`config.mk`:
```
export PLATFORM = sky130hd
export DESIGN_NAME = instr_encoder
export DESIGN_NICKNAME = d
export VERILOG_FILES = /design/src/rtl/instr_encoder_pkg.sv /design/src/rtl/instr_encoder_pack.sv /design/src/rtl/instr_encoder.sv
export SDC_FILE = /design/constraint.sdc
export NUM_CORES = 1
export LEC_CHECK = 0
export ABC_CLOCK_PERIOD_IN_PS = 2300
export BUFFER_PORTS_ARGS = -buffer_cell sky130_fd_sc_hd__buf_2
export CORE_ASPECT_RATIO = 1.5
export CORE_MARGIN = 3
export CORE_UTILIZATION = 45
export DETAILED_ROUTE_END_ITERATION = 16
export GPL_TIMING_DRIVEN = 0
export PLACE_DENSITY_LB_ADDON = 0.12
export SYNTH_ARGS = -nofsm -noshare
export SYNTH_HDL_FRONTEND = slang
export SYNTH_HIERARCHICAL = 1
export SYNTH_SLANG_ARGS = --single-unit
```
`constraint.sdc`:
```
create_clock -name clk -period 2.3 [get_ports clk]
set_input_delay 0 -clock clk [delete_from_list [all_inputs] [get_ports clk]]
set_output_delay 0 -clock clk [all_outputs]
set_load 0.01 [all_outputs]
```
`src/rtl/instr_encoder_pkg.sv`:
```
// Shared types and constants for the instruction encoder.
//   word_t       : 32-bit instruction / address word
//   opcode_t     : RV32I opcodes the encoder understands
//   enc_state_t  : encoder control states
//   IMM_*_MIN/MAX: legal immediate ranges per instruction format
//   in_range()   : signed inclusive range test
package instr_encoder_pkg;

    typedef logic [31:0] word_t;

    typedef enum logic [6:0] {
        R_Type = 7'b0110011,
        I_Type = 7'b0010011,
        LW     = 7'b0000011,
        SW     = 7'b0100011,
        BEQ    = 7'b1100011,
        J      = 7'b1101111
    } opcode_t;

    typedef enum logic [1:0] {
        IDLE  = 2'd0,
        RUN   = 2'd1,
        DRAIN = 2'd2,
        FULL  = 2'd3
    } enc_state_t;

    localparam int IMM_I_MIN = -2048;
    localparam int IMM_I_MAX = 2047;
    localparam int IMM_B_MIN = -4096;
    localparam int IMM_B_MAX = 4094;
    localparam int IMM_J_MIN = -1048576;
    localparam int IMM_J_MAX = 1048574;

    function automatic logic in_range(input logic signed [31:0] v,
                                      input int lo, input int hi);
        return (v >= lo) && (v <= hi);
    endfunction

endpackage

```
`src/rtl/instr_encoder_pack.sv`:
```
// Combinational RV32I field packer.
// Ports:
//   i_opcode/i_rd/i_rs1/i_rs2/i_funct3/i_funct7/i_imm : instruction fields
//   o_word    : packed 32-bit instruction
//   o_illegal : immediate out of range, odd branch/jump offset, or unknown opcode
module instr_pack
    import instr_encoder_pkg::*;
(
    input  logic [6:0]  i_opcode,
    input  logic [4:0]  i_rd,
    input  logic [4:0]  i_rs1,
    input  logic [4:0]  i_rs2,
    input  logic [2:0]  i_funct3,
    input  logic [6:0]  i_funct7,
    input  logic [31:0] i_imm,
    output word_t       o_word,
    output logic        o_illegal
);

    always_comb begin
        o_word    = '0;
        o_illegal = 1'b0;
        case (opcode_t'(i_opcode))
            R_Type: begin
                o_word = {i_funct7, i_rs2, i_rs1, i_funct3, i_rd, i_opcode};
            end
            I_Type, LW: begin
                o_word    = {i_imm[11:0], i_rs1, i_funct3, i_rd, i_opcode};
                o_illegal = !in_range(i_imm, IMM_I_MIN, IMM_I_MAX);
            end
            SW: begin
                o_word    = {i_imm[11:5], i_rs2, i_rs1, i_funct3, i_imm[4:0], i_opcode};
                o_illegal = !in_range(i_imm, IMM_I_MIN, IMM_I_MAX);
            end
            BEQ: begin
                o_word    = {i_imm[12], i_imm[10:5], i_rs2, i_rs1, i_funct3,
                             i_imm[4:1], i_imm[11], i_opcode};
                // Branch targets are halfword aligned; bit 0 is not encodable.
                o_illegal = !in_range(i_imm, IMM_B_MIN, IMM_B_MAX) || i_imm[0];
            end
            J: begin
                o_word    = {i_imm[20], i_imm[10:1], i_imm[11], i_imm[19:12], i_rd, i_opcode};
                o_illegal = !in_range(i_imm, IMM_J_MIN, IMM_J_MAX) || i_imm[0];
            end
            default: begin
                o_illegal = 1'b1;
            end
        endcase
    end

endmodule

```
`src/rtl/instr_encoder.sv`:
```
// Instruction encoder: packs requested fields into RV32I words and streams
// them into instruction memory at incrementing word addresses.
// Ports:
//   clk, rst            : clock, synchronous active-high reset
//   start, finish       : begin program (IDLE/FULL) / end program (RUN)
//   in_valid, in_ready  : request handshake
//   in_opcode..in_imm   : instruction fields
//   imem_we, imem_ready : memory write handshake
//   imem_addr, imem_wdata : write address / encoded word
//   word_count, err_count : words written / requests dropped this program
//   busy, done          : not idle / end-of-program pulse
module instr_encoder
    import instr_encoder_pkg::*;
#(
    parameter logic [31:0] BASE_ADDR = 32'h0000_0000,
    parameter int          DEPTH     = 256
) (
    input  logic                       clk,
    input  logic                       rst,
    input  logic                       start,
    input  logic                       finish,
    input  logic                       in_valid,
    output logic                       in_ready,
    input  logic [6:0]                 in_opcode,
    input  logic [4:0]                 in_rd,
    input  logic [4:0]                 in_rs1,
    input  logic [4:0]                 in_rs2,
    input  logic [2:0]                 in_funct3,
    input  logic [6:0]                 in_funct7,
    input  logic [31:0]                in_imm,
    output logic                       imem_we,
    input  logic                       imem_ready,
    output logic [31:0]                imem_addr,
    output logic [31:0]                imem_wdata,
    output logic [$clog2(DEPTH+1)-1:0] word_count,
    output logic [15:0]                err_count,
    output logic                       busy,
    output logic                       done
);

    localparam int                WC_W     = $clog2(DEPTH + 1);
    localparam logic [31:0]       DEPTH_W  = 32'(DEPTH);
    localparam logic [WC_W-1:0]   LAST_IDX = WC_W'(DEPTH - 1);

    enc_state_t      r_state;
    enc_state_t      w_state_next;
    logic            w_done_next;
    logic            r_s1_valid;
    word_t           r_wdata;
    word_t           r_addr;
    logic [WC_W-1:0] r_word_count;
    logic [15:0]     r_err_count;
    logic            r_done;

    word_t           w_word;
    logic            w_illegal;
    logic            w_wr_done;
    logic            w_accept;
    logic            w_start_ok;
    logic            w_room;
    logic [31:0]     w_occupancy;

    instr_pack u_pack (
        .i_opcode  (in_opcode),
        .i_rd      (in_rd),
        .i_rs1     (in_rs1),
        .i_rs2     (in_rs2),
        .i_funct3  (in_funct3),
        .i_funct7  (in_funct7),
        .i_imm     (in_imm),
        .o_word    (w_word),
        .o_illegal (w_illegal)
    );

    assign w_wr_done   = r_s1_valid && imem_ready;
    // Count the word still in s1 so the final slot is never over-committed.
    assign w_occupancy = 32'(r_word_count) + 32'(r_s1_valid);
    assign w_room      = w_occupancy < DEPTH_W;
    assign in_ready    = (r_state == RUN) && (!r_s1_valid || w_wr_done) && w_room;
    assign w_accept    = in_valid && in_ready;
    assign w_start_ok  = start && ((r_state == IDLE) || (r_state == FULL));

    always_comb begin
        w_state_next = r_state;
        w_done_next  = 1'b0;
        case (r_state)
            IDLE: begin
                if (start) w_state_next = RUN;
            end
            RUN: begin
                if (w_wr_done && (r_word_count == LAST_IDX)) begin
                    w_state_next = FULL;
                    w_done_next  = 1'b1;
                end else if (finish) begin
                    w_state_next = DRAIN;
                end
            end
            DRAIN: begin
                if (!r_s1_valid) begin
                    w_state_next = IDLE;
                    w_done_next  = 1'b1;
                end
            end
            FULL: begin
                if (start) w_state_next = RUN;
            end
            default: w_state_next = IDLE;
        endcase
    end

    always_ff @(posedge clk) begin
        if (rst) begin
            r_state      <= IDLE;
            r_s1_valid   <= 1'b0;
            r_wdata      <= '0;
            r_addr       <= BASE_ADDR;
            r_word_count <= '0;
            r_err_count  <= '0;
            r_done       <= 1'b0;
        end else begin
            r_state <= w_state_next;
            r_done  <= w_done_next;

            if (w_start_ok) begin
                r_addr       <= BASE_ADDR;
                r_word_count <= '0;
                r_err_count  <= '0;
            end else begin
                if (w_wr_done) begin
                    r_addr       <= r_addr + 32'd4;
                    r_word_count <= r_word_count + WC_W'(1);
                end
                if (w_accept && w_illegal && (r_err_count != 16'hFFFF)) begin
                    r_err_count <= r_err_count + 16'd1;
                end
            end

            // A legal accept refills s1 in the same cycle the old word drains.
            if (w_accept && !w_illegal) begin
                r_s1_valid <= 1'b1;
                r_wdata    <= w_word;
            end else if (w_wr_done) begin
                r_s1_valid <= 1'b0;
            end
        end
    end

    assign imem_we    = r_s1_valid;
    assign imem_addr  = r_addr;
    assign imem_wdata = r_wdata;
    assign word_count = r_word_count;
    assign err_count  = r_err_count;
    assign busy       = (r_state != IDLE);
    assign done       = r_done;

endmodule

```
# [After elaboration in Yosys (flattened, before gate mapping)]
# Index checks and enable logic that the tools add are counted.
[op_classes] n_addsub=4 order_cmp=7 n_eq_ne=14 muxes=12 reduce_logical=29
[op_table] operator="$pmux W32 S5" n=1
[op_table] operator="$add A32 B3 Y32 const B" n=1
[op_table] operator="$ge A32 B12 Y1 const B" n=1
[op_table] operator="$ge A32 B13 Y1 const B" n=1
[op_table] operator="$ge A32 B21 Y1 const B" n=1
[op_table] operator="$le A32 B12 Y1 const B" n=1
[op_table] operator="$le A32 B13 Y1 const B" n=1
[op_table] operator="$le A32 B21 Y1 const B" n=1
[op_table] operator="$add A16 B1 Y16 const B" n=1
[op_table] operator="$ne A16 B16 Y1 const B" n=1
[op_table] operator="$eq A7 B6 Y1 const B" n=2
[op_table] operator="$eq A7 B7 Y1 const B" n=2
[op_table] operator="$logic_and A1 B1 Y1" n=12
[op_table] operator="$add A9 B1 Y10" n=1
[op_table] operator="$lt A10 B9 Y1 const B" n=1
[op_table] operator="$add A9 B1 Y9 const B" n=1
[op_table] operator="$eq A9 B8 Y1 const B" n=1
[op_table] operator="$mux W2" n=4
[op_table] operator="$eq A7 B2 Y1 const B" n=1
[op_table] operator="$eq A7 B5 Y1 const B" n=1
[op_table] operator="$pmux W2 S3" n=1
[op_table] operator="$reduce_or A2 Y1" n=3
[op_table] operator="$logic_not A1 Y1" n=5
[op_table] operator="$eq A2 B2 Y1 const B" n=2
[op_table] operator="12 further kinds" n=19
[word_totals] register_bits=93 input_bits=70

# [Logic depth before layout (Yosys ltp)]
[logic_depth] ltp_word=8 depth_mapped=11 mapped_depth_nobuf=10

# [By module]
# The synthesis kept the hierarchy.
[modules_own_cells] module="instr_encoder" instances=1 cells_each=475 area_per_inst_um2=3943.8 seq_area_each_um2=1821.7
[modules_own_cells] module="instr_pack" instances=1 cells_each=85 area_per_inst_um2=624.3 seq_area_each_um2=0.0

# [Worst setup path after synthesis]
# OpenSTA, ideal clock, no wires.
[synth_timing] path_kind="input port to flip-flop" from="in in_opcode[4]" to="reg r_err_count[9] (netlist: err_count[9])" arrival_ps=2120 slack_ps=110 cell_stages=10 cell_sequence="and2b_4 > nand4_1 > o31ai_1 > or3_1 > and3_1 > nand3_1 > or3_1 > buf_2 > or4_1 > a21oi_1"
[synth_via] elab_chain_len=5
[synth_rtl] element="from (decl)" line="instr_encoder.sv:24" rtl="input logic [6:0] in_opcode,"
[synth_rtl] element="$eq A7 B5 Y1, or another cell as far along" line="instr_encoder_pack.sv:23" rtl="case (opcode_t'(i_opcode))"
[synth_rtl] element="$reduce_or A3 Y1 (no line)"
[synth_rtl] element="$pmux W1 S4 *" line="instr_encoder_pack.sv:23"
[synth_rtl] element="via w_illegal" line="instr_encoder.sv:56" rtl="logic w_illegal;"
[synth_rtl] element="$logic_and A1 B1 Y1 * (2 in series)" line="instr_encoder.sv:133" rtl="if (w_accept && w_illegal && (r_err_count != 16'hFFFF)) begin"
[synth_rtl] element="to (signal assigned)" line="instr_encoder.sv:134" rtl="r_err_count <= r_err_count + 16'd1;"
[synth_rtl] element="to (decl)" line="instr_encoder.sv:52" rtl="logic [15:0] r_err_count;"
# The timed path passes the listed nets; every way through them passes the cells marked *.
# A chain may end at the register's enable or synchronous reset.

# [Final worst setup path]
# Ends and elaborated chain as after synthesis.

==> key figures <==
Timing
  • Final setup TNS: 0 ps
  • Period minus WS final: 2210 ps
  • Fin. Hold Viols: 0
  • Max_slew headroom: 62.5%
  • Clk_skew: 9.86 ps
  • Worst-Margin Slew: 562 ps
  • RSZ-0062 raised after global routing: yes
  • Max-slew violations: 0
  • Period Utilization, post-route: 95.9%
  • F_max: 0.453 GHz
  • Setup Viol. Count Final: 0

Die
  • Die W: 88.3 um
  • Row count: 44
  • Initial Util: 46.6%
  • Core Box Area: 0.00980 sq mm
  • Die height: 129 um
  • Number of top-level pins: 163
  • Die area: 0.0114 sq mm

Synthesis
  • Syn Inst Count: 560
  • Area leader, netlist: dfxtp_1
  • Syn avg cell area: 8.16 sq um
  • Commonest cells in the netlist: nand2_1 (97), dfxtp_1 (91), a21oi_1 (48), nor2_1 (47), nand4_1 (25)
  • Most numerous cell in the Yosys netlist: nand2_1
  • Synth cell types: 59
  • Ys flop type: dfxtp_1
  • Synth top area share: 39.9%
  • Yosys reg bits: 91
  • Post-synthesis async set-or-reset flop share: 0%
  • Number of synthesized flops with an enable pin: 0
  • Top post-synthesis cells by area: dfxtp_1 (40%), nand2_1 (8.0%), a21oi_1 (5.3%)
  • Seq/Total Area, Yosys: 39.9%
  • Synth warn: 6
  • Post-Syn Area: 0.00457 sq mm

Setup path
  • CP Launch Type: primary input
  • Worst endpoint required time: 2570 ps
  • Critical path type: primary input to register
  • WP data arrival: 2470 ps
  • Reg2Reg Setup Slack: 120 ps
  • Crit. End Element: register
  • Worst-path fanout max: 8

Clock tree
  • # hold bufs at CTS: 0
  • Clk_lat worst skew: 340 ps
  • Clk buf depth: 2
  • Max H-tree Level: 3
  • CTS sink count: 91
  • CTS tree: done
  • CTS clk-pin slew, worst paths: 60 ps
  • CTS Buf Count: 9
  • Clock Root Buffer: clkbuf_16

Routing
  • DR DRC count: 0
  • Antenna-violating nets left: 0
  • Vias: 4595
  • TritonRoute pass-1 iters: 4
  • Routed Wire Length: 12600 um
  • DR WL/cell: 14.7 um
  • Via density: 5.38
  • Drt first-iter violations: 170

Global route
  • GRT busiest layer: met2
  • Initial antenna violation count: 0
  • First-pass GRT wire length: 20400 um
  • Grt ovf: 0
  • Global routing usage on met1: 24.2%
  • Total Routing Usage GR: 22.4%
  • Vias in the first global route: 4375
  • Largest net degree at the start of global routing: 15
  • Met3 Usage GRT: 5.98%
  • Met2 GRT Util: 40.8%

Cells and area
  • Final Util: 59.7%
  • Share of cells above drive strength 1: 29.6%
  • Fin area: 0.00585 sq mm
  • Final-stage net count: 813
  • Layout area overhead: 28.1%
  • Antenna fix cells: 0

Placement
  • DP Wirelength: 10100 um
  • RePlAce Congestion: 0.893
  • Port bufs: 160
  • Dpl cell area: 0.00552 sq mm

Power and ir drop
  • Comb pwr share: 14.9%
  • Clock power frac: 40.7%
  • Maximum vdd ir drop: 0.370 mV
  • Power Dens Cells: 622 mW/mm^2
  • Switching share of power: 25.9%
  • Leakage: 2.52 nW
  • Seq pwr share: 44.4%
  • Int Power: 2.70 mW
  • Sw Pwr: 0.942 mW

Status
  • Status: finished, final reports clean

Flow run
  • Max Cap Violations: 0

Worst hold path
  • Hold Path Class: primary input to register
power by group through the flow:
stage	logic, mW	clock network [mW]	registers [mW]
CTS	0.543	1.53	1.62
global placement	0.526	0	1.65
global route	0.612	1.59	1.62
floorplan	0.329	0	1.65
detailed placement	0.540	0	1.65
finish	0.544	1.48	1.62
worst max-delay path: stages:
cell,delay [ps]
buf_2,110
and2b_4,200
nand4_1,200
inv_1,130
nor4_1,270
or3_4,200
and3_1,150
nand3_1,80
or3_1,310
buf_2,160
or4_1,500
a21oi_1,140
state kept, by name (all words and copies together), names as in the netlist:
name	flops
word_count	9
err_count	16
imem_addr	30
r_state	2
imem_wdata	32
done	1
imem_we	1
area by class of cell:
cell class,instances,area [sq um]
well taps,115,144
inverters,17,63.8
clock inverters,4,50.0
repair buffers,163,823
fillers,958,3950
clock buffers,11,253
multi-input cells,424,2550
plain buffers,29,144
flip-flops and latches,91,1820
logic make-up after synthesis:
kind of cell | count (synthesis) | share of synthesized area (%)
multiplexers | 5 | 1.10
AND/OR/NAND/NOR | 269 | 30.0
flip-flops | 91 | 39.9
XOR/XNOR | 33 | 6.33
AO/OA/AOI/OAI | 107 | 15.9
other | 1 | 0.0821
buffers and inverters | 46 | 4.55
adder cells (fa/ha/maj) | 8 | 2.19
final timing paths:
kind,from,endpoint,cells past startpoint
setup / recovery,in_opcode[4],err_count[9]$_SDFFE_PP0P_,12
hold / removal,in_rd[2],imem_wdata[9]$_SDFFE_PP0P_,4
setup reg to reg,r_state[1]$_SDFFE_PP0P_,err_count[9]$_SDFFE_PP0P_,8
hold reg to reg,imem_wdata[13]$_SDFFE_PP0P_,imem_wdata[13]$_SDFFE_PP0P_,2
repair_timing:
item	in CTS	in global routing
setup buffers	0	3
gates resized for setup	0	2
setup endpoints to repair	0	37
cell usage in the layout, fill, tap and decap left out, drive strengths merged, types with 3 or more instances in the layout:
cell type    n
buf        176
nand2       97
dfxtp       91
nor2        49
a21oi       48
clkbuf      27
nand4       26
a22o        22
nand3       21
xor2        20
inv         17
o21ai       14
xnor2       13
or3         13
and2        12
nor3        11
and4         9
and3         9
ha           8
or4          7
nor4         7
mux2i        5
o31ai        5
a211oi       3
o311ai       3
or2          3
metal layers:
| metal | wire length [um] | vias up |
|---|---|---|
| met4 | 333 | 0 |
| li1 | - | 2327 |
| met5 | 0 | - |
| met2 | 6750 | 138 |
| met3 | 759 | 19 |
| met1 | 4740 | 2111 |
per-stage QoR:
| step | instances | hold slack (ps) | total power [mW] | setup WS (ps) |
|---|---|---|---|---|
| 2_1_floorplan | 561 | 215 | 1.98 | 110 |
| 3_3_place_gp | 836 | 373 | 2.18 | -285 |
| 3_5_place_dp | 836 | 385 | 2.19 | -340 |
| 4_1_cts | 851 | 21.8 | 3.68 | 44.5 |
| 5_1_grt | 854 | 47.7 | 3.82 | -57.0 |
| 6_report | 854 | 34.3 | 3.64 | 94.7 |
Power figures use the tool's default switching activity.
